--- src/rtl/round_robin_arbiter.sv ---
// Four-requester round-robin arbiter with a per-grant hold limit.
// Outputs are registered; a requester loses the grant after MAX_HOLD cycles when others wait.
module round_robin_arbiter #(
    parameter int unsigned MAX_HOLD = 16
) (
    input  logic       clock,
    input  logic       reset_n,
    input  logic [3:0] request,
    output logic       valid,
    output logic [1:0] user,
    output logic [3:0] grant,
    output logic       expired
);

    // state   | meaning
    // IDLE    | no grant active, valid=0, user=0, grant=0
    // GRANTED | user owns the resource, hold_cnt counts its cycles

    localparam int CNT_W = (MAX_HOLD > 2) ? $clog2(MAX_HOLD) : 1;
    localparam logic [CNT_W-1:0] HOLD_LAST = CNT_W'(MAX_HOLD - 1);

    typedef enum logic {
        IDLE    = 1'b0,
        GRANTED = 1'b1
    } state_t;

    state_t           state_q, state_d;
    logic [1:0]       last_q, last_d;
    logic [CNT_W-1:0] hold_cnt_q, hold_cnt_d;
    logic             valid_q, valid_d;
    logic [1:0]       user_q, user_d;
    logic [3:0]       grant_q, grant_d;
    logic             expired_q, expired_d;

    logic [1:0] pick_all;
    logic       found_all;
    logic [1:0] pick_other;
    logic       found_other;
    logic [1:0] cand;

    // Search order starts one past the last winner; pick_other never wraps back to last.
    always_comb begin
        pick_all    = last_q;
        found_all   = 1'b0;
        pick_other  = last_q;
        found_other = 1'b0;
        cand        = last_q;
        for (int i = 1; i <= 4; i++) begin
            cand = last_q + 2'(i);
            if (!found_all && request[cand]) begin
                found_all = 1'b1;
                pick_all  = cand;
            end
            if (i < 4 && !found_other && request[cand]) begin
                found_other = 1'b1;
                pick_other  = cand;
            end
        end
    end

    logic       do_grant;
    logic       go_idle;
    logic [1:0] grant_idx;

    always_comb begin
        state_d    = state_q;
        last_d     = last_q;
        hold_cnt_d = hold_cnt_q;
        valid_d    = valid_q;
        user_d     = user_q;
        grant_d    = grant_q;
        expired_d  = 1'b0;
        do_grant   = 1'b0;
        go_idle    = 1'b0;
        grant_idx  = last_q;

        case (state_q)
            IDLE: begin
                if (found_all) begin
                    do_grant  = 1'b1;
                    grant_idx = pick_all;
                end
            end
            GRANTED: begin
                if (!request[user_q]) begin
                    if (found_all) begin
                        do_grant  = 1'b1;
                        grant_idx = pick_all;
                    end else begin
                        go_idle = 1'b1;
                    end
                end else if (hold_cnt_q == HOLD_LAST) begin
                    // Timeout: hand over if anyone else waits, otherwise renew the same user.
                    expired_d = 1'b1;
                    do_grant  = 1'b1;
                    grant_idx = found_other ? pick_other : user_q;
                end else begin
                    hold_cnt_d = hold_cnt_q + CNT_W'(1);
                end
            end
            default: go_idle = 1'b1;
        endcase

        if (do_grant) begin
            state_d    = GRANTED;
            valid_d    = 1'b1;
            user_d     = grant_idx;
            grant_d    = 4'b0001 << grant_idx;
            last_d     = grant_idx;
            hold_cnt_d = '0;
        end

        if (go_idle) begin
            state_d    = IDLE;
            valid_d    = 1'b0;
            user_d     = 2'd0;
            grant_d    = 4'b0000;
            hold_cnt_d = '0;
        end
    end

    always_ff @(posedge clock or negedge reset_n) begin
        if (!reset_n) begin
            state_q    <= IDLE;
            last_q     <= 2'd3;
            hold_cnt_q <= '0;
            valid_q    <= 1'b0;
            user_q     <= 2'd0;
            grant_q    <= 4'b0000;
            expired_q  <= 1'b0;
        end else begin
            state_q    <= state_d;
            last_q     <= last_d;
            hold_cnt_q <= hold_cnt_d;
            valid_q    <= valid_d;
            user_q     <= user_d;
            grant_q    <= grant_d;
            expired_q  <= expired_d;
        end
    end

    assign valid   = valid_q;
    assign user    = user_q;
    assign grant   = grant_q;
    assign expired = expired_q;

endmodule

--- config.mk ---
export PLATFORM = sky130hd
export DESIGN_NAME = round_robin_arbiter
export DESIGN_NICKNAME = d
export VERILOG_FILES = /design/src/rtl/round_robin_arbiter.sv
export SDC_FILE = /design/constraint.sdc
export NUM_CORES = 1
export LEC_CHECK = 0
export BUFFER_PORTS_ARGS = -buffer_cell sky130_fd_sc_hd__buf_2
export CAP_MARGIN = 5
export CELL_PAD_IN_SITES_DETAIL_PLACEMENT = 0
export CELL_PAD_IN_SITES_GLOBAL_PLACEMENT = 1
export CORE_MARGIN = 2
export CORE_UTILIZATION = 47
export CTS_BUF_LIST = sky130_fd_sc_hd__clkbuf_2 sky130_fd_sc_hd__clkbuf_4 sky130_fd_sc_hd__clkbuf_8
export DETAILED_ROUTE_END_ITERATION = 12
export PLACE_DENSITY_LB_ADDON = 0.1
export REMOVE_ABC_BUFFERS = 1
export SLEW_MARGIN = 20
export SYNTH_ARGS = -nofsm -noshare
export SYNTH_HDL_FRONTEND = slang
export SYNTH_SLANG_ARGS = --single-unit
--- constraint.sdc ---
create_clock -name clock -period 4.1 [get_ports clock]
set_clock_uncertainty 0.1 [all_clocks]
set_input_delay 0.615 -clock clock [delete_from_list [all_inputs] [get_ports clock]]
set_output_delay 0.615 -clock clock [all_outputs]
set_load 0.1 [all_outputs]
* After elaboration in Yosys (flattened, before gate mapping) *
Cells that the tools add are included.

word-level totals
  register bits after elaboration = 14
  input port bits = 6
  logic and storage cells = 72

cells by class
  add/sub/neg operators = 4
  $lt $le $gt $ge = 5
  equality and inequality tests = 2
  shifts and indexed selects = 1
  muxes and demuxes = 43
  bitwise gates (word level) = 1
  reductions and logical operators = 10

operators with widths
  operator                                            number
  two-way mux 4 bit                                   7
  two-way mux 2 bit                                   10
  two-way mux 1 bit                                   19
  < comparator 2 x 3 -> 1 bit, second input constant  5
  binary-select mux 1 bit (select 2 bit)              5
  nonzero test 3 bit                                  2
  adder 2 bit, second input constant                  2
  adder 4 x 1 -> 4 bit, second input constant         1
  == test 4 bit, second input constant                1
  one-hot mux 2 bit (2 select lines)                  1
  left shift 1 x 2 -> 4 bit, first input constant     1
  logical AND 1 bit                                   3
  zero test 1 bit                                     3
  inequality test 3 bit, second input constant        1
  AND reduction 3 bit                                 1
  adder 2 x 1 -> 2 bit, second input constant         1
  one-hot mux 1 bit (2 select lines)                  1
  nonzero test 2 bit                                  1
  NOT 1 bit                                           1

* Logic depth before layout (Yosys ltp) *
  word-level depth = 19
  depth in mapped cells = 8
  depth with buffers taken out = 7

* Worst setup path before layout *
OpenSTA, ideal clock, no wires.

  kind = flip-flop to flip-flop
  start point = register user_q[1] (netlist: user[1])
  end point = register grant_q[2] (netlist: grant[2])
  setup time = 0.122 ns
  arrival time = 2.352 ns
  data required time = 3.878 ns
  setup slack = 1.526 ns
  stages on the path, launching flop included = 7
  path buffers = 1
  clock period less this slack = 2.574 ns
  cells stage by stage = dfrtp_1 -> mux4_2 -> and2_4 -> buf_4 -> nand2_1 -> o21ai_2 -> a22o_1

between the ends
  longest elaborated chain between the ends = 7

ends and longest elaborated chain
  element                                                                       RTL line  source
  start: declaration                                                            31        logic [1:0] user_q, user_d;
  start signal: assignment                                                      136       user_q <= user_d;
  binary-select mux 1 bit (select 2 bit) or two-way mux 2 bit (tied branches)   85, 96
  two-way mux 1 bit (not written as such) or two-way mux 2 bit (tied branches)  85, 92
  two-way mux 2 bit                                                             85        if (!request[user_q]) begin
  one-hot mux 2 bit (2 select lines)                                            77        case (state_q)
  left shift 1 x 2 -> 4 bit                                                     108       grant_d = 4'b0001 << grant_idx;
  two-way mux 4 bit                                                             104       if (do_grant) begin
  two-way mux 4 bit                                                             113       if (go_idle) begin
  end signal: assignment                                                        137       grant_q <= grant_d;
  end: declaration                                                              32        logic [3:0] grant_q, grant_d;

Parallel ways exist; a longest one is shown, timed or not. The select of a mux whose other input is x is not followed.
A chain may end at the register's enable or synchronous reset.

* Worst setup path in the final report *
  start point = register last_q[0]
  end point = register grant_q[1] (netlist: grant[1])

between the ends
  longest elaborated chain between the ends = 19

ends and longest elaborated chain
  element                                                 RTL line  source
  start: declaration                                      28        logic [1:0] last_q, last_d;
  start signal: assignment                                133       last_q <= last_d;
  adder 2 x 1 -> 2 bit                                    49        cand = last_q + 2'(i);
  binary-select mux 1 bit (select 2 bit)                  50, 54
  two-way mux 1 bit (not written as such)                 50, 54
  two-way mux 1 bit                                       50, 54
  zero test 1 bit                                         50, 54
  logical AND 1 bit                                       50, 54
  two-way mux 1 bit                                       50, 54
  zero test 1 bit                                         50, 54
  (+3 left out)                                           n/a
  logical AND 1 bit                                       50        if (!found_all && request[cand]) begin
  two-way mux 2 bit or two-way mux 1 bit (tied branches)  50
  two-way mux 2 bit                                       79, 86
  two-way mux 2 bit                                       85
  one-hot mux 2 bit (2 select lines)                      77
  left shift 1 x 2 -> 4 bit                               108
  two-way mux 4 bit                                       104
  two-way mux 4 bit                                       113

Parallel ways exist; a longest one is shown, timed or not. The select of a mux whose other input is x is not followed.

==> out/results.txt <==
The run finished with clean final reports. For this design, the sink count on the clock tree is 14. For this block, the routed nets add up to 2080 um of wire.

14 I/O pins were placed. The tools report the hold violation total from the final report as 0. The tools report the H-tree level count as 1. The first detailed-routing pass ran for 4 iterations. The portion of the post-synthesis area used by sequential elements is 38.2%, and the number of nets at the end of the flow is 119. The tools report the endpoint of the worst setup timing path as grant[1]. The detail route stage leaves a number of antenna-violating nets equal to 0. The die span in y came out at 48.4 um. For flop-to-flop paths, the worst setup slack is 1920 ps. Buffers added to address setup during post-CTS repair amount to 0. Setup violations remaining at the end of the flow were counted as 0. In the finished design, the share of the clock period the worst path needs comes to 53.3%. Cells with a size suffix above 1 make up 25.2% of the layout. Measured against its own limit, the worst slew margin works out to 65.0%.

The kind of end point of the critical path was a register. Registers take 353 um^2. The number of warnings issued by yosys is 0, and the clock latency at the later pin of the worst-skew pair is 270 ps. The total of buffers placed on input and output ports was 13; the combined area of all synthesized cells was 925 um^2. The congestion estimate from routability-driven global placement came to 0.873.

The async set-reset flop share out of synthesis is 100%. The synthesized netlist contains 44 unique library cells. The startpoint identified for the worst register-to-register timing path is last_q[0].

For the post-place setup slack, the log shows 1740 ps. The post-CTS resize count is 0. Total power: 0.867 mW. The power density over cell area was 853 nW/um^2; the final worst hold slack was 114 ps. The core region is 1900 um^2.

STA puts the critical path data required time at 4160 ps. The first global-routing pass estimated 3840 um of wire. In this run the worst hold path is classified as in -> async. For the worst setup path, the data arrival time is 2250 ps. The largest stage delay on the critical path came out at 630 ps. The tools report the max-capacitance violation count as 0. After detailed routing, the average wire length per cell comes to 15.1 um.

The worst setup path is launched from a register. The area occupied by multi-input gates is 518 um^2. Summing all placed instances gives a cell area of 981 um^2.

The die extent in x was 48.4 um. The clock period could shrink to 2180 ps. The highest fanout seen on the critical path came out at 10.

The leakage dissipation was 0.462 nW; the minimum setup slack in the final design was 1920 ps. After filler insertion, the fill cell instance count of the layout stands at 181. The run gives 817 as the number of global-route vias before repair.

After detailed routing, the number of remaining DRC violations is 0. No sink is reached through more buffers than the 2 on the longest clock path. The floorplan die area is 2340 um^2, and the initial core utilization is 48.6%.

The most critical setup path has its startpoint at last_q[0]. The core occupancy in the finished layout came out at 53.5%. Measured in cells, the most critical reg-to-reg path has a length of 6. 0 antenna diodes ended up in the layout. Walking the worst path, the cells encountered are mux2_2 > nor3_1 > o21ai_0 > or3_1 > o211ai_1 > o21ai_1.

The endpoint identified for the worst register-to-register timing path is grant[1]. The number of logic stages on the critical path including buffering was 6; the number of antenna violations at the first check in global routing was 0. Setup repair after global routing left no endpoint under its margin. In the synthesized netlist, the number of instances is 100. The finished cells cover 1020 um^2. Detailed routing inserted a total of 832 vias.

The logs give 0 ps for the total negative setup slack and 0 for the number of hold-repair buffers added at the cts stage. The library cell contributing the largest single delay on the critical path is dfstp_2. By startpoint and endpoint, the worst setup path is classified as reg -> reg.

The logs give 3 for the TritonCTS buffer count and 16 for the count of standard-cell rows. Synthesis inferred 14 register bits. Global routing used 20.9% of the available tracks across all layers. The logs give 0 for the final count of pins violating max slew and 134 for the number of instances in the placed design. IR analysis of the VDD net gives a maximum drop of 573 uV. Derived from the worst setup path, the maximum achievable clock frequency is 458 MHz.

At the pin with the least slew margin, the transition time is 522 ps. The wire-length estimate of the detail-placed layout is 1530 um. The first routing iteration left 17 violations. The most used flip-flop cell after synthesis is dfrtp_1. The number of enable flip-flop cells after synthesis was 0. The kind of cell with the highest combined delay along the critical path is flip-flops.

TritonCTS built the clock tree. The layout overhead on the synthesized area was 10.0%; the mean instance size in the synthesized netlist was 9.25 um^2. The pin count of the biggest net entering global routing was 15. After detailed routing, the number of vias per cell comes to 6.03. Counting both buffers and inverters, the worst setup path holds a total of 0. The tools report the master cell of the clock root buffer as clkbuf_4. The global route total overflow was 0. The filler-free cell count of the finished design was 138. Clock slew at the register clock pins of the worst setup and hold paths: 90 ps.
-- logic make-up (layout without fill, tap and decap cells) --
group,count (synthesis),count (layout),synth area share [%]
multiplexers,4,4,5.82
AO/OA/AOI/OAI,38,38,30.3
adder cells (fa/ha/maj),1,1,1.35
buffers and inverters,9,20,5.82
flip-flops,14,14,38.2
AND/OR/NAND/NOR,34,34,18.5
-- sequential cells by signal, summed over array words and instances, names as in the netlist --
name	count
last_q	2
valid	1
hold_cnt_q	4
expired	1
grant	4
user	2
-- metal layers --
| metal | part of all wire [%] | GRT usage, % | vias to the layer above | wire length, um |
|---|---|---|---|---|
| met1 | 49 | 30.4 | 414 | 1030 |
| met4 | 0.62 | 7.14 | 0 | 13 |
| met2 | 45 | 31.0 | 24 | 934 |
| met5 | 0 | 0 | - | 0 |
| met3 | 5.1 | 4.32 | 2 | 107 |
| li1 | - | - | 392 | - |
-- layout by cell type, fill, tap and decap left out, types with 4 or more instances in the layout --
cell type	n
nor2b_1	4
nand2_1	10
dfrtp_1	12
o21ai_0	8
buf_2	13
nor2_1	7
a21oi_1	6
-- cell type report --
class | count | share of cell area, %
Sequential cell | 14 | 34.7
Multi-Input combinational cell | 77 | 50.9
Tap cell | 27 | 3.32
Clock buffer | 4 | 3.57
Inverter | 3 | 1.11
Timing Repair Buffer | 13 | 6.40
-- power breakdown --
part	internal [mW]	switching (mW)
clock network	0.0539	0.0453
registers	0.194	0.0643
logic	0.154	0.356
total	0.402	0.466
-- synth_stat cells, types with 2 or more instances --
cell	n	area share, %
dfrtp_1	12	32
nand2_1	10	4.1
o21ai_0	8	4.3
nor2_1	7	2.8
a21oi_1	6	3.2
nor2b_1	4	2.7
a21o_1	3	2.4
a22o_1	3	2.8
inv_1	3	1.2
nor3_1	3	1.6
a31oi_1	2	1.4
a32o_1	2	2.2
buf_6	2	2.4
clkbuf_1	2	0.81
dfstp_2	2	5.7
mux2i_1	2	2.2
nand2b_1	2	1.4
-- worst min path at each step --
stage	startpoint	cells after the start	end
after global routing	reset_n	1	hold_cnt_q[2]
after global placement	grant[1]	2	grant[1]
final	reset_n	1	hold_cnt_q[2]
after detailed placement	grant[1]	2	grant[1]
after CTS	reset_n	1	hold_cnt_q[2]
after floorplan	reset_n	0	expired
(Power assumes the default switching activity.)
